### src/rtl/mem_bus_arbiter.sv
// Two-master arbiter for the B322 memory bus. Each master's pulsed request is latched,
// granted round-robin or fixed-priority, and forwarded to memory one transaction at a time.
module mem_bus_arbiter #(
  parameter int ADDR_W     = 27,
  parameter int DATA_W     = 32,
  parameter int FIXED_PRIO = 0
) (
  input  logic              clk,
  input  logic              reset,
  input  logic [ADDR_W-1:0] m0_address,
  input  logic [DATA_W-1:0] m0_data,
  input  logic              m0_we,
  input  logic              m0_start,
  output logic [DATA_W-1:0] m0_q,
  output logic              m0_busy,
  input  logic [ADDR_W-1:0] m1_address,
  input  logic [DATA_W-1:0] m1_data,
  input  logic              m1_we,
  input  logic              m1_start,
  output logic [DATA_W-1:0] m1_q,
  output logic              m1_busy,
  output logic [ADDR_W-1:0] mem_address,
  output logic [DATA_W-1:0] mem_data,
  output logic              mem_we,
  output logic              mem_start,
  input  logic [DATA_W-1:0] mem_q,
  input  logic              mem_busy
);

  typedef enum logic [1:0] {
    IDLE      = 2'd0,
    ISSUE     = 2'd1,
    WAIT_ACK  = 2'd2,
    WAIT_DONE = 2'd3
  } state_t;

  localparam logic fixed_prio_c = (FIXED_PRIO != 32'sd0);

  state_t              state_r, state_s;
  logic                issue_s, done_s, sel_s;
  logic                grant_r, last_grant_r;
  logic                pend0_r, pend1_r;
  logic [ADDR_W-1:0]   m0_addr_r, m1_addr_r, mem_address_r;
  logic [DATA_W-1:0]   m0_data_r, m1_data_r, mem_data_r;
  logic                m0_we_r, m1_we_r, mem_we_r, mem_start_r;
  logic [DATA_W-1:0]   m0_q_r, m1_q_r;

  assign m0_busy     = pend0_r;
  assign m1_busy     = pend1_r;
  assign m0_q        = m0_q_r;
  assign m1_q        = m1_q_r;
  assign mem_address = mem_address_r;
  assign mem_data    = mem_data_r;
  assign mem_we      = mem_we_r;
  assign mem_start   = mem_start_r;

  // Arbiter state register
  always_ff @(posedge clk or negedge reset) begin
    if (!reset) state_r <= IDLE;
    else        state_r <= state_s;
  end

  // Next-state logic and grant selection; a tie goes to the master not served last
  always_comb begin
    state_s = state_r;
    issue_s = 1'b0;
    done_s  = 1'b0;
    sel_s   = 1'b0;
    case (state_r)
      IDLE: begin
        if (pend0_r || pend1_r) begin
          issue_s = 1'b1;
          state_s = ISSUE;
          if (pend0_r && pend1_r) sel_s = fixed_prio_c ? 1'b0 : ~last_grant_r;
          else                    sel_s = pend1_r;
        end else begin
          state_s = IDLE;
        end
      end
      ISSUE:    state_s = WAIT_ACK;
      WAIT_ACK: begin
        if (mem_busy) state_s = WAIT_DONE;
        else          state_s = WAIT_ACK;
      end
      WAIT_DONE: begin
        if (!mem_busy) begin
          done_s  = 1'b1;
          state_s = IDLE;
        end else begin
          state_s = WAIT_DONE;
        end
      end
      default: state_s = IDLE;
    endcase
  end

  // Master 0 request capture; busy doubles as the pending flag
  always_ff @(posedge clk or negedge reset) begin
    if (!reset) begin
      pend0_r   <= 1'b0;
      m0_addr_r <= {ADDR_W{1'b0}};
      m0_data_r <= {DATA_W{1'b0}};
      m0_we_r   <= 1'b0;
    end else if (!pend0_r && m0_start) begin
      pend0_r   <= 1'b1;
      m0_addr_r <= m0_address;
      m0_data_r <= m0_data;
      m0_we_r   <= m0_we;
    end else if (done_s && !grant_r) begin
      pend0_r   <= 1'b0;
    end
  end

  // Master 1 request capture
  always_ff @(posedge clk or negedge reset) begin
    if (!reset) begin
      pend1_r   <= 1'b0;
      m1_addr_r <= {ADDR_W{1'b0}};
      m1_data_r <= {DATA_W{1'b0}};
      m1_we_r   <= 1'b0;
    end else if (!pend1_r && m1_start) begin
      pend1_r   <= 1'b1;
      m1_addr_r <= m1_address;
      m1_data_r <= m1_data;
      m1_we_r   <= m1_we;
    end else if (done_s && grant_r) begin
      pend1_r   <= 1'b0;
    end
  end

  // Memory-side issue, grant history and read-data return
  always_ff @(posedge clk or negedge reset) begin
    if (!reset) begin
      mem_start_r   <= 1'b0;
      mem_address_r <= {ADDR_W{1'b0}};
      mem_data_r    <= {DATA_W{1'b0}};
      mem_we_r      <= 1'b0;
      grant_r       <= 1'b0;
      last_grant_r  <= 1'b1;
      m0_q_r        <= {DATA_W{1'b0}};
      m1_q_r        <= {DATA_W{1'b0}};
    end else begin
      mem_start_r <= issue_s;
      if (issue_s) begin
        grant_r       <= sel_s;
        mem_address_r <= sel_s ? m1_addr_r : m0_addr_r;
        mem_data_r    <= sel_s ? m1_data_r : m0_data_r;
        mem_we_r      <= sel_s ? m1_we_r   : m0_we_r;
      end
      if (done_s) begin
        last_grant_r <= grant_r;
        if (grant_r) m1_q_r <= mem_q;
        else         m0_q_r <= mem_q;
      end
    end
  end

endmodule

### config.mk
export PLATFORM = sky130hd
export DESIGN_NAME = mem_bus_arbiter
export DESIGN_NICKNAME = d
export VERILOG_FILES = /design/src/rtl/mem_bus_arbiter.sv
export SDC_FILE = /design/constraint.sdc
export NUM_CORES = 1
export LEC_CHECK = 0
export ABC_CLOCK_PERIOD_IN_PS = 1600
export BUFFER_PORTS_ARGS = -buffer_cell sky130_fd_sc_hd__buf_4
export CAP_MARGIN = 20
export CORE_AREA = 8 8 164 166
export CTS_BUF_LIST = sky130_fd_sc_hd__clkbuf_4 sky130_fd_sc_hd__clkbuf_8
export DETAILED_ROUTE_END_ITERATION = 10
export DIE_AREA = 0 0 172 174
export MAX_ROUTING_LAYER = met4
export PLACE_DENSITY_LB_ADDON = 0.08
export SLEW_MARGIN = 5
export SYNTH_ARGS = -nofsm -noshare
export SYNTH_HDL_FRONTEND = slang
export SYNTH_SLANG_ARGS = --single-unit
### constraint.sdc
create_clock -name clk -period 1.6 [get_ports clk]
set_clock_uncertainty 0.1 [all_clocks]
set_input_delay 0.16 -clock clk [delete_from_list [all_inputs] [get_ports clk]]
set_output_delay 0.16 -clock clk [all_outputs]
set_load 0.03 [all_outputs]
Yosys cells after proc, flatten, opt, wreduce, memory -nomap -nowiden
Cells that the tools add are included.
- equality and inequality tests: 3
- muxes and demuxes: 18
- bitwise gates (word level): 2
- reductions and logical operators: 14
- operators by type and width (operator ; count):
    32-bit 2-to-1 mux ; 1
    27-bit 2-to-1 mux ; 1
    1-bit 2-to-1 mux ; 14
    2-bit one-hot mux with 4 select lines ; 1
    1-bit logical AND ; 5
    2-bit equality test (second input constant) ; 2
    2-bit AND reduction ; 2
    2-bit nonzero test ; 2
    1-bit zero test ; 3
    2-bit by 1-bit equality test with 1-bit output (second input constant) ; 1
    2-bit zero test ; 1
    2-bit 2-to-1 mux ; 1
    1-bit inverter ; 2
    1-bit logical OR ; 1
- flip-flop bits (word level): 251
- bits of input ports: 157

Logic depth before layout (Yosys ltp)
- depth after elaboration: 5
- depth in mapped cells: 7
- gate-level depth less buffers: 4

Worst setup path after synthesis
OpenSTA, ideal clock, no wires.
- path type: reg-to-reg
- from: reg pend1_r, in the netlist m1_busy
- to: reg m1_addr_r[0]
- library setup time: 0.125 ns
- data arrival time: 1.452 ns
- data required time: 1.375 ns
- setup slack: -0.077 ns
- cell stages (with the launch flop): 6
- period minus slack after synthesis: 1.677 ns
- cells stage by stage: dfrtp_1 buf_4 nor2b_1 buf_2 buf_2 mux2_2
- cells in the longest elaborated chain, start to end: 2
- ends and longest elaborated chain (item ; RTL line ; text):
    start, declared ; 42 ; logic pend0_r, pend1_r;
    start signal, assigned ; 117 ; pend1_r <= 1'b0;
    start signal, assigned ; 122 ; pend1_r <= 1'b1;
    start signal, assigned ; 127 ; pend1_r <= 1'b0;
    1-bit zero test ; 121 ; end else if (!pend1_r && m1_start) begin
    1-bit logical AND ; 121 ;
    end signal, assigned ; 118 ; m1_addr_r <= {ADDR_W{1'b0}};
    end signal, assigned ; 123 ; m1_addr_r <= m1_address;
    end, declared ; 43 ; logic [ADDR_W-1:0] m0_addr_r, m1_addr_r, mem_address_r;
Every way passes these cells.
A chain may end at the register's enable or synchronous reset.

Final worst setup path
- from: reg pend1_r, in the netlist m1_busy
- to: reg m1_data_r[16]
- cells in the longest elaborated chain, start to end: 2
- ends and longest elaborated chain (item ; RTL line ; text):
    1-bit zero test ; 121 ;
    1-bit logical AND ; 121 ;
    end signal, assigned ; 119 ; m1_data_r <= {DATA_W{1'b0}};
    end signal, assigned ; 124 ; m1_data_r <= m1_data;
    end, declared ; 44 ; logic [DATA_W-1:0] m0_data_r, m1_data_r, mem_data_r;
Every way passes these cells.

==> metrics.md <==
| Metric | Value |
|---|---|
| Router iterations before antenna repair | `4` |
| Avg WL per Cell | `20.2 µm` |
| Mapped Nets | `919` |
| FMAX | `0.619 GHz` |
| Total congestion overflow | `0` |
| Row count | `58` |
| Static Leak | `0.00732 µW` |
| Final Core Density | `0.657` |
| CTS sink cnt | `251` |
| Minimum clock period | `1.61 ns` |
| Pwr Total | `33000 µW` |
| Endpoint type of the worst setup path | `flip-flop` |
| Total track usage | `0.218` |
| Buffers added on ports | `283` |
| Required @ worst endpoint | `1.90 ns` |
| Worst Hold Class | `input pin to flip-flop` |
| Max rail drop VDD | `1.32 mV` |
| PD cells | `2050 nW/µm²` |
| Horiz. Die Dim | `172 µm` |
| Die Footprint | `29900 µm²` |
| Cells after synthesis | `762` |
| Mean Syn Cell Area | `14.1 µm²` |
| Synth Cell Area | `10800 µm²` |
| Via count | `8049` |
| Total Wirelength | `32100 µm` |
| Critical path arrival | `1.92 ns` |
| CP most frequent cell | `buf_12` |
| Via-to-Cell Ratio | `5.08` |
| Relative slew slack | `0.733` |
| Worst path max stage delay | `0.45 ns` |
| IO Pins | `284` |
| Setup violations, final | `5` |
| Synth area leader | `dfrtp_1` |
| Final ANT Viol Nets | `0` |
| Largest fanout on the critical path | `16` |
| Clock slew at reported path FFs | `0.05 ns` |
| Yosys top cell area share | `0.581` |
| CP max stage cell | `dfrtp_2` |
| CTS buffer count | `44` |
| Post-synthesis sequential area ratio | `0.583` |
| Setup ws final | `-0.0146 ns` |
| Vias in the first global route | `9123` |
| DIE HEIGHT | `174 µm` |
| Fillers | `1884` |
| Clk Latency, worst-skew pair | `0.54 ns` |
| Drt first-iter violations | `352` |
| Status | `finished, violations left` |
| Core area | `24500 µm²` |
| Final hold vios | `0` |
| Area Growth Syn to Fin | `49.5%` |
| Met1 Use GR | `0.275` |
| Synth Register Bits | `251` |
| Largest net degree at the start of global routing | `58` |
| Count of cell types in the netlist | `29` |
| Layout cells sized above 1 | `0.517` |
| Root buffer cell | `clkbuf_8` |
| Final nets | `1385` |
| Initial antenna violation count | `4` |
| TritonCTS clock tree | `built` |
| Unrepaired setup endpoints after global routing | `true` |
| M2 GR Usage | `0.349` |
| Violated checks | `negative setup slack` |
| Initial Util | `0.439` |
| First-pass GRT wire length | `50300 µm` |
| CTS Buffer Depth | `3` |
| Worst-margin pin slew | `0.400 ns` |
| Yosys Warn Count | `0` |
| GP Congestion | `0.757` |
| Grt met3 use | `0.0485` |
| Global route hottest layer | `met2` |
| Startpoint Class | `flip-flop` |
| CP cell instances | `buf_12 > nor2b_4 > buf_12 > buf_12 > mux2_2` |
| Critical path type | `flip-flop to flip-flop` |
| Worst slack at placement | `0.0583 ns` |
| Final Cycle Share | `1.01` |
| Finished Layout Cells | `1586` |
| Cell count after placement | `1346` |
| HPWL after DPL | `20500 µm` |
| Max Cap Viol | `0` |
| Pins Over Slew Limit | `0` |
| # H-tree levels | `2` |
| # DRC | `0` |
| Synth top area cells | `dfrtp_1 (58%), mux2_2 (15%), o221ai_2 (8.2%)` |
kinds of logic (layout without fill, tap and decap cells):
logic type / count (synthesis) / in the layout / share of synthesized area
AO/OA/AOI/OAI: 63 / 63 / 0.0851
buffers and inverters: 128 / 617 / 0.0576
flip-flops: 251 / 251 / 0.583
multiplexers: 184 / 184 / 0.202
other: 0 / 5 / 0
AND/OR/NAND/NOR: 136 / 136 / 0.0723
cell usage in the layout (no fill, tap or decap):
| cell type | n |
|---|---|
| bufbuf_16 | 1 |
| and3b_1 | 1 |
| a21o_1 | 2 |
| mux2_2 | 143 |
| buf_12 | 21 |
| buf_4 | 302 |
| nand3_1 | 60 |
| nor2b_4 | 2 |
| nor2_4 | 2 |
| inv_4 | 1 |
| or2_2 | 1 |
| nand2_2 | 1 |
| buf_6 | 3 |
| nand3b_1 | 1 |
| nand2_1 | 4 |
| clkbuf_8 | 53 |
| inv_1 | 61 |
| nand4_1 | 60 |
| o21bai_1 | 1 |
| dfrtp_2 | 2 |
| dlygate4sd3_1 | 155 |
| dfrtp_1 | 248 |
| diode_2 | 5 |
| nor2_1 | 1 |
| dfstp_2 | 1 |
| mux2_1 | 9 |
| clkbuf_4 | 16 |
| buf_8 | 1 |
| and3_4 | 1 |
| o221ai_2 | 59 |
| clkbuf_16 | 3 |
| mux2_4 | 32 |
| o221ai_1 | 1 |
| nand2_4 | 2 |
final timing paths:
| kind | end | cells after the start | from | slack (ns) |
|---|---|---|---|---|
| min in group asynchronous | m1_q[21] | 3 | reset | 0.55 |
| worst min-delay path | m0_busy | 4 | m0_start | 0.07 |
| worst min register to register | last_grant_r | 2 | last_grant_r | 0.37 |
| max in group asynchronous | m0_data_r[4] | 4 | reset | 0.23 |
| worst max register to register | m1_data_r[16] | 5 | m1_busy | -0.01 |
| worst max-delay path | m1_data_r[16] | 5 | m1_busy | -0.01 |
metrics by stage:
step	cell area (µm²)	setup TNS (ns)	hold WS, ns
global route	16100	-1.12	0.0647
finish	16100	-0.0331	0.0659
floorplan	10800	-2.12	-0.236
global placement	13500	0	-0.0327
CTS	15900	-0.171	0.0367
detailed placement	13500	0	-0.0346
layout make-up:
cell class	instances	area, µm²	share of cell area
timing repair buffer	486	4400	0.273
sequential	251	6280	0.390
inverter	62	235	0.0146
antenna	5	12.5	0.000777
clock buffer	69	850	0.0527
multi-input combinational	383	3920	0.243
tap	330	413	0.0256
worst max-delay path, delay by kind of cell, from the launching register on:
family / cells / cell delay, ns
flops: 1 / 0.45
buf+inv: 3 / 0.45
simple gates: 1 / 0.12
mux: 1 / 0.35
Yosys cell counts, drive strengths merged:
master / count
buf: 44
or2: 1
nand3b: 1
a21o: 2
dfstp: 1
o221ai: 60
nor2: 3
inv: 62
and3b: 1
and3: 1
nor2b: 2
nand4: 60
nand2: 7
clkbuf: 22
mux2: 184
o21bai: 1
nand3: 60
dfrtp: 250
flip-flops by register name (all words and copies together) (netlist names), 2 cells and up:
signal       cells
m1_addr_r       27
m0_addr_r       27
m0_data_r       32
m1_q            32
mem_address     27
mem_data        32
m1_data_r       32
m0_q            32
state_r          2
routing by layer:
layer  wire length [µm]  part of all wire
met1              13600              0.42
met2              15700              0.49
met5                  0                 0
met3               2120             0.066
met4                637             0.020
where the power goes:
group	total, µW	internal, µW	switching (µW)	leakage (µW)
sequential	11600	9660	1910	0.00298
clock	5780	3320	2470	0.000455
combinational	15700	7370	8290	0.00388
repair_timing:
| item | in CTS | in global routing |
|---|---|---|
| pin swaps | 0 | 2 |
| setup buffers | 3 | 3 |
| hold endpoints to repair | 437 | 0 |
| hold buffers | 155 | 0 |
| resized for setup | 3 | 7 |
| cloned | 1 | 4 |
| setup endpoints to repair | 1 | 53 |
Note: power is estimated with default switching activity, not from simulation.
